**src/rtl/bp_me_axi_pump_pkg.sv**
```systemverilog
// Shared types, constants and helper macros for the AXI burst pump.
// The optional 4KB-crossing check is enabled with BP_ME_AXI_PUMP_4K_CHECK_EN.
`ifndef BSG_SAFE_CLOG2
`define BSG_SAFE_CLOG2(x) (((x) == 1) ? 1 : $clog2(x))
`endif

`ifndef declare_bp_me_axi_txn_S
`define declare_bp_me_axi_txn_S(addr_width_mp) \
    typedef struct packed { \
        logic [addr_width_mp-1:0] addr; \
        axi_burst_e               burst; \
        logic [7:0]               len; \
        logic [2:0]               size; \
    } axi_txn_s
`endif

package bp_me_axi_pump_pkg;

    typedef enum logic [1:0] {
        e_fixed = 2'd0,
        e_incr  = 2'd1,
        e_wrap  = 2'd2,
        e_rsvd  = 2'd3
    } axi_burst_e;

    localparam int axi_4k_page_lg_gp = 12;

    function automatic logic wrap_len_ok(input logic [7:0] len);
        return (len == 8'd1) || (len == 8'd3) || (len == 8'd7) || (len == 8'd15);
    endfunction

endpackage

```
**src/rtl/bp_me_axi_beat_gen.sv**
```systemverilog
// Combinational AXI beat math: next beat address, byte-lane strobe and protocol error.
// With BP_ME_AXI_PUMP_4K_CHECK_EN defined, INCR bursts leaving their 4KB page also flag err_o.
module bp_me_axi_beat_gen
    import bp_me_axi_pump_pkg::*;
#(
    parameter  int axi_addr_width_p     = 64,
    parameter  int axi_data_width_p     = 64,
    localparam int mask_width_lp        = axi_data_width_p / 8,
    localparam int lg_axi_mask_width_lp = `BSG_SAFE_CLOG2(mask_width_lp)
) (
    input  logic [axi_addr_width_p-1:0] addr_i,
    input  logic [axi_addr_width_p-1:0] start_addr_i,
    input  axi_burst_e                  burst_i,
    input  logic [7:0]                  len_i,
    input  logic [2:0]                  size_i,
    output logic [axi_addr_width_p-1:0] next_addr_o,
    output logic [mask_width_lp-1:0]    mask_o,
    output logic                        err_o
);
    localparam int          aw_lp         = axi_addr_width_p;
    localparam logic [2:0]  max_size_lp   = 3'(lg_axi_mask_width_lp);

    axi_burst_e       eff_burst;
    logic             len_ok, start_unaligned, page_err;
    logic [aw_lp-1:0] nb, aligned, incr_addr, dtsize, wrap_lower;
    logic [2:0]       mask_size;
    logic [aw_lp-1:0] mask_nb, mask_aligned, lane_lo, lane_hi;
`ifdef BP_ME_AXI_PUMP_4K_CHECK_EN
    logic [aw_lp-1:0] final_addr;
`endif

    always_comb begin
        len_ok    = wrap_len_ok(len_i);
        eff_burst = burst_i;
        if (burst_i == e_rsvd) eff_burst = e_fixed;
        else if ((burst_i == e_wrap) && !len_ok) eff_burst = e_incr;

        nb         = aw_lp'(1) << size_i;
        aligned    = addr_i & ~(nb - aw_lp'(1));
        incr_addr  = aligned + nb;
        dtsize     = (aw_lp'(len_i) + aw_lp'(1)) << size_i;
        wrap_lower = start_addr_i & ~(dtsize - aw_lp'(1));

        // Distance test stays correct when the wrap window touches the top of the address space.
        case (eff_burst)
            e_incr:  next_addr_o = incr_addr;
            e_wrap:  next_addr_o = ((incr_addr - wrap_lower) >= dtsize) ? wrap_lower : incr_addr;
            default: next_addr_o = addr_i;
        endcase

        mask_size    = (size_i > max_size_lp) ? max_size_lp : size_i;
        mask_nb      = aw_lp'(1) << mask_size;
        mask_aligned = addr_i & ~(mask_nb - aw_lp'(1));
        lane_lo      = addr_i & aw_lp'(mask_width_lp - 1);
        lane_hi      = (mask_aligned + mask_nb - aw_lp'(1)) & aw_lp'(mask_width_lp - 1);
        mask_o       = '0;
        for (int i = 0; i < mask_width_lp; i++) begin
            mask_o[i] = (aw_lp'(i) >= lane_lo) && (aw_lp'(i) <= lane_hi);
        end

        start_unaligned = |(start_addr_i & (nb - aw_lp'(1)));
`ifdef BP_ME_AXI_PUMP_4K_CHECK_EN
        final_addr = (len_i == 8'd0) ? start_addr_i
                   : (start_addr_i & ~(nb - aw_lp'(1))) + (aw_lp'(len_i) << size_i);
        page_err   = (eff_burst == e_incr)
                   && ((final_addr >> axi_4k_page_lg_gp) != (start_addr_i >> axi_4k_page_lg_gp));
`else
        page_err   = 1'b0;
`endif

        err_o = (burst_i == e_rsvd)
              | ((burst_i == e_wrap) & ~len_ok)
              | ((burst_i == e_wrap) & start_unaligned)
              | (size_i > max_size_lp)
              | page_err;
    end

endmodule

```
**src/rtl/bsg_fifo_1r1w_small.sv**
```systemverilog
// Small circular-buffer FIFO, one write and one read port, asynchronous active-high reset.
// v_i is only honoured while ready_o is high; yumi_i is only legal while v_o is high.
module bsg_fifo_1r1w_small #(
    parameter int width_p = 8,
    parameter int els_p   = 2
) (
    input  logic               clk_i,
    input  logic               reset_i,
    input  logic               v_i,
    output logic               ready_o,
    input  logic [width_p-1:0] data_i,
    output logic               v_o,
    output logic [width_p-1:0] data_o,
    input  logic               yumi_i
);
    localparam int ptr_w_lp = `BSG_SAFE_CLOG2(els_p);
    localparam int cnt_w_lp = $clog2(els_p + 1);

    logic [width_p-1:0]  mem_q [els_p];
    logic [ptr_w_lp-1:0] wptr_q, wptr_d, rptr_q, rptr_d;
    logic [cnt_w_lp-1:0] cnt_q, cnt_d;
    logic                enq, deq;

    assign ready_o = (cnt_q != cnt_w_lp'(els_p));
    assign v_o     = (cnt_q != '0);
    assign data_o  = mem_q[rptr_q];
    assign enq     = v_i & ready_o;
    assign deq     = yumi_i & v_o;

    always_comb begin
        wptr_d = wptr_q;
        rptr_d = rptr_q;
        cnt_d  = cnt_q;
        if (enq) wptr_d = (wptr_q == ptr_w_lp'(els_p - 1)) ? '0 : wptr_q + ptr_w_lp'(1);
        if (deq) rptr_d = (rptr_q == ptr_w_lp'(els_p - 1)) ? '0 : rptr_q + ptr_w_lp'(1);
        if (enq && !deq) cnt_d = cnt_q + cnt_w_lp'(1);
        if (deq && !enq) cnt_d = cnt_q - cnt_w_lp'(1);
    end

    always_ff @(posedge clk_i or posedge reset_i) begin
        if (reset_i) begin
            wptr_q <= '0;
            rptr_q <= '0;
            cnt_q  <= '0;
        end else begin
            wptr_q <= wptr_d;
            rptr_q <= rptr_d;
            cnt_q  <= cnt_d;
        end
    end

    // Storage carries no reset; it is only observed behind v_o.
    always_ff @(posedge clk_i) begin
        if (enq) mem_q[wptr_q] <= data_i;
    end

endmodule

```
**src/rtl/bp_me_axi_burst_pump.sv**
```systemverilog
// AXI burst beat generator: queues AR/AW transactions and streams one beat per yumi_i.
// Optional 4KB-crossing error check is enabled with BP_ME_AXI_PUMP_4K_CHECK_EN.
module bp_me_axi_burst_pump
    import bp_me_axi_pump_pkg::*;
#(
    parameter  int axi_addr_width_p = 64,
    parameter  int axi_data_width_p = 64,
    parameter  int els_p            = 2,
    localparam int mask_width_lp    = axi_data_width_p / 8
) (
    input  logic                        clk_i,
    input  logic                        reset_i,
    input  logic                        v_i,
    output logic                        ready_and_o,
    input  logic [axi_addr_width_p-1:0] axaddr_i,
    input  logic [1:0]                  axburst_i,
    input  logic [7:0]                  axlen_i,
    input  logic [2:0]                  axsize_i,
    output logic                        v_o,
    input  logic                        yumi_i,
    output logic [axi_addr_width_p-1:0] addr_o,
    output logic [mask_width_lp-1:0]    mask_o,
    output logic [2:0]                  size_o,
    output logic [7:0]                  len_o,
    output logic [7:0]                  beat_o,
    output logic                        first_o,
    output logic                        last_o,
    output logic                        err_o
);
    `declare_bp_me_axi_txn_S(axi_addr_width_p);

    axi_txn_s                    txn_li, head_lo;
    logic                        fifo_ready_lo, fifo_v_lo;
    logic [7:0]                  beat_q, beat_d;
    logic [axi_addr_width_p-1:0] addr_q, addr_d, next_addr_lo;

    always_comb begin
        txn_li.addr  = axaddr_i;
        txn_li.burst = axi_burst_e'(axburst_i);
        txn_li.len   = axlen_i;
        txn_li.size  = axsize_i;
    end

    // Handshakes: a transaction transfers on v_i & ready_and_o; a beat transfers on v_o & yumi_i.
    // ready_and_o reflects only queue-not-full (held low during reset), never yumi_i.
    assign ready_and_o = fifo_ready_lo & ~reset_i;

    bsg_fifo_1r1w_small #(
        .width_p ($bits(axi_txn_s)),
        .els_p   (els_p)
    ) txn_fifo (
        .clk_i   (clk_i),
        .reset_i (reset_i),
        .v_i     (v_i & ready_and_o),
        .ready_o (fifo_ready_lo),
        .data_i  (txn_li),
        .v_o     (fifo_v_lo),
        .data_o  (head_lo),
        .yumi_i  (yumi_i & last_o & fifo_v_lo)
    );

    assign v_o     = fifo_v_lo;
    assign beat_o  = beat_q;
    assign first_o = (beat_q == 8'd0);
    assign last_o  = (beat_q == head_lo.len);
    assign size_o  = head_lo.size;
    assign len_o   = head_lo.len;
    assign addr_o  = first_o ? head_lo.addr : addr_q;

    bp_me_axi_beat_gen #(
        .axi_addr_width_p (axi_addr_width_p),
        .axi_data_width_p (axi_data_width_p)
    ) beat_gen (
        .addr_i       (addr_o),
        .start_addr_i (head_lo.addr),
        .burst_i      (head_lo.burst),
        .len_i        (head_lo.len),
        .size_i       (head_lo.size),
        .next_addr_o  (next_addr_lo),
        .mask_o       (mask_o),
        .err_o        (err_o)
    );

    always_comb begin
        beat_d = beat_q;
        addr_d = addr_q;
        if (yumi_i && fifo_v_lo) begin
            if (last_o) begin
                beat_d = 8'd0;
            end else begin
                beat_d = beat_q + 8'd1;
                addr_d = next_addr_lo;
            end
        end
    end

    always_ff @(posedge clk_i or posedge reset_i) begin
        if (reset_i) begin
            beat_q <= 8'd0;
            addr_q <= '0;
        end else begin
            beat_q <= beat_d;
            addr_q <= addr_d;
        end
    end

endmodule

```
**config.mk**
```make
export PLATFORM = sky130hd
export DESIGN_NAME = bp_me_axi_burst_pump
export DESIGN_NICKNAME = d
export VERILOG_FILES = /design/src/rtl/bp_me_axi_pump_pkg.sv /design/src/rtl/bp_me_axi_beat_gen.sv /design/src/rtl/bsg_fifo_1r1w_small.sv /design/src/rtl/bp_me_axi_burst_pump.sv
export SDC_FILE = /design/constraint.sdc
export NUM_CORES = 1
export LEC_CHECK = 0
export ABC_AREA = 0
export ABC_CLOCK_PERIOD_IN_PS = 9710
export BUFFER_PORTS_ARGS = -buffer_cell sky130_fd_sc_hd__buf_2
export CORE_MARGIN = 2
export CORE_UTILIZATION = 50
export DETAILED_ROUTE_END_ITERATION = 7
export MAX_ROUTING_LAYER = met4
export PLACE_DENSITY = 0.7
export SETUP_SLACK_MARGIN = 0.3
export SLEW_MARGIN = 20
export SYNTH_ARGS = -nofsm -noshare
export SYNTH_HDL_FRONTEND = slang
export SYNTH_SLANG_ARGS = --single-unit
export TNS_END_PERCENT = 50
```
**constraint.sdc**
```tcl
create_clock -name clk_i -period 9.71 [get_ports clk_i]
set_input_delay 0.971 -clock clk_i [delete_from_list [all_inputs] [get_ports clk_i]]
set_output_delay 0.971 -clock clk_i [all_outputs]
set_load 0.005 [all_outputs]
```
==> metrics.md <==
| Metric | Value |
|---|---|
| Outcome | finished, final reports clean |
| MaxCap Viol Count | 0 |
| Area of the mapped netlist | 20,100 um2 |
| Die outline height | 204 um |
| Via Count | 20.9k |
| DRC Markers | 0 |
| YS warnings | 0 |
| Hold path start | addr_q[57]$_DFFE_PP0P_ |
| Worst slack, placed | about 0.20 ns |
| EDFF count, synth | 154 |
| Largest net degree at the start of global routing | 80 |
| Max incr delay on CP | 0.56 ns |
| Share of the yosys chip area belonging to registers | between 30 and 40% |
| Arrival time of data at the critical path endpoint | approximately 9.5 ns |
| Accumulated negative setup slack | 0 ns |
| Number of global-route vias before repair | 19.2k |
| Post-detailed-route wirelength per cell | 26.0 um |
| Number of cells traversed by the worst register-to-register path | 33 |
| R2R Setup Slk | 0.73 ns |
| Vias per cell | 6.67 |
| Post-cts hold buffer count | 0 |
| Post-detailed-routing wire length | 81,500 um |
| Time the worst path needs with I/O delays and setup | 8.98 ns |
| Setup skew after layout | 0.0139 ns |
| Post-synth top flop | edfxtp_1 |
| Worst Setup Path Type | flip-flop to flip-flop |
| Post-layout nets | between 2k and 3k |
| Worst path slowest cell | dfrtp_4 |
| Worst hold path type | flip-flop to flip-flop |
| Starting density of the core | 50.6% |
| Data required, critical path | 10.18 ns |
| Detailed-placement wirelength estimate | around 63,000 um |
| Clock slew at the register clock pins of the worst setup and hold paths | 0.06 ns |
| Global-route usage over all layers | roughly two fifths |
| Kind of start point of the critical path | flip-flop |
| Yosys top cell area share | 23.1% |
| Proportion of layout cells with a drive suffix above 1 | 17.9% |
| Number of max-slew violations in the final report | 0 |
| Headroom to the max-slew limit | 32.6% |
| Number of standard cells in the layout, taps in and fillers out | 3,131 |
| Syn_nets | 2,584 |
| Post-synthesis register bit count | 230 |
| I/O Pins | approximately 180 |
| Synthesized netlist cell count | 2,410 |
| Clock root buffer | clkbuf_16 |
| Critical-path maximum fanout | 16 |
| Endpoint of the worst hold path | addr_q[57]$_DFFE_PP0P_ |
| Insertion delay to the later sink of the worst-skew pair | 0.56 ns |
| TritonCTS buffer count | 26 |
| Placed instance count | about 3.1k |
| Post-synth top cells | nand2_1, nor2_1, a21oi_1 |
| Die footprint | 41,700 um2 |
| Chip width | approximately 200 um |
| Iteration-0 DRC Markers | around 3.0k |
| Count of TritonRoute iterations in the first routing pass | 6 |
| Antenna violations before repair | 2 |
| Largest cells by area after synthesis | edfxtp_1, dfrtp_1, ha_1, mux2i_1, a21oi_1 |
| Post-layout util | 57.9% |
| Cell taking the most area after synthesis | edfxtp_1 |
| Maximum clock rate | around 0.11 GHz |
| Hold Violations, Final | 0 |
| TritonCTS clock tree | done |
| Core Region | between 30,000 and 40,000 um2 |
| Worst hold path cell count | 2 |
| Number of rows in the core area | 73 |
| Port-buffer cells | ~180 |
| Transition at the pin with the smallest max-transition slack | 0.983 ns |
| Synthesized area per cell | 8.32 um2 |
| Aggregate global routing overflow | 0 |
| Clock net sink count | 230 |
| Wire length of the first global-routing pass | 121,000 um |
| Antenna violation net count after detailed routing | 0 |
| Share of the cycle needed by the critical path after routing | a little over 90% |
| Worst r2r dst | addr_q[54]$_DFFE_PP0P_ |
| Maximum buffer depth of the clock tree | 3 |
| RR Startpoint | txn_fifo.rptr_q$_DFFE_PP0P_ |
| Capturing element type of the critical path | flip-flop |
| Distinct cells, synth | 100 |
| Setup repair after global routing missed its margin | false |
| Worst setup margin | 0.731 ns |
| Post-synth ARST share | 33.0% |
| H-Tree Depth | 1 |
| Most frequent cell after synthesis | nand2_1 |
| # setup viols final | 0 |
| Area added between synthesis and finish | 14.4% |
| Gp weighted congestion | 1.05 |
[routing by layer]
metal / track usage [%] / part of all wire [%] / up-vias / routed length [um]
met4: 11.8 / 3.6 / 0 / 2960
met3: 10.1 / 13 / 195 / 10800
li1: - / - / 9285 / -
met1: 57.4 / 43 / 10011 / 35300
met2: 53.4 / 40 / 1403 / 32400
met5: - / 0 / - / 0
[cell type report]
cell class                      instances  area, um2
Antenna cell                            1       2.50
Clock inverter                         14        125
Tap cell                              525        657
Multi-Input combinational cell       1916      12700
Clock buffer                           34        712
Timing Repair Buffer                  286       1770
Inverter                              125        474
Sequential cell                       230       6530
Fill cell                            3635      16700
[worst max-delay path: cells and delay by family (launching register included)]
| family | cells | cell delay [ns] |
|---|---|---|
| mux | 3 | 0.93 |
| flops | 1 | 0.56 |
| xor+xnor | 1 | 0.16 |
| compound gates | 12 | 3.07 |
| buf+inv | 2 | 0.46 |
| simple gates | 12 | 2.66 |
| fa+ha+maj | 3 | 1.01 |
[flip-flops by register name, summed over array words and instances (netlist names)]
name and flops:
txn_fifo.cnt_q 2, txn_fifo.mem_q 154, beat_o 8, txn_fifo.wptr_q 1, txn_fifo.rptr_q 1, addr_q 64
[metrics by stage]
step           hold WS, ns  cell area (um2)
4_1_cts              0.489            22700
6_report             0.494            23000
2_1_floorplan        0.455            20100
5_1_grt              0.521            23000
3_5_place_dp         0.473            21800
3_3_place_gp         0.469            21800
[worst max-delay path by stage]
stage / from / to / slack [ns]
6_report: txn_fifo.rptr_q$_DFFE_PP0P_ / addr_q[54]$_DFFE_PP0P_ / 0.73
5_1_grt: beat_o[0]$_DFFE_PP0P_ / addr_q[41]$_DFFE_PP0P_ / 0.29
4_1_cts: txn_fifo.rptr_q$_DFFE_PP0P_ / addr_q[41]$_DFFE_PP0P_ / 0.31
3_5_place_dp: txn_fifo.rptr_q$_DFFE_PP0P_ / addr_q[41]$_DFFE_PP0P_ / 0.20
3_3_place_gp: txn_fifo.rptr_q$_DFFE_PP0P_ / addr_q[41]$_DFFE_PP0P_ / 0.30
2_1_floorplan: txn_fifo.rptr_q$_DFFE_PP0P_ / addr_q[24]$_DFFE_PP0P_ / 0.73
[cell usage in the layout, fill, tap and decap left out, types with 26 or more instances in the layout]
cell         n
o21ai_0    140
a31oi_1     46
buf_2      176
and2_1      31
clkbuf_16   27
xnor2_1     81
nand4_1     52
nand2_1    244
a21oi_1    181
nand3_1     83
nor2_1     215
xor2_1      40
mux2_2      37
and3_1      36
or3_1       29
inv_1      119
dfrtp_1     75
buf_4      103
ha_1        87
mux2i_1     91
nor3_1      61
edfxtp_1   154
nand2b_1    26
[cell families after synthesis]
| logic type | Yosys count | share of synthesized area (%) |
|---|---|---|
| simple gates | 919 | 23.0 |
| compound gates | 641 | 20.7 |
| buf+inv | 264 | 5.38 |
| flops | 230 | 32.5 |
| mux | 136 | 7.05 |
| xor+xnor | 127 | 5.54 |
| fa+ha+maj | 93 | 5.84 |
[repair_timing]
action	in CTS	in global routing
buffers inserted	1	11
pin swaps	0	8
resized for setup	4	41
setup endpoints to repair	28	64
Power is not shown: default switching activity piles up to over one toggle a cycle in this logic, so the estimate is an artifact.
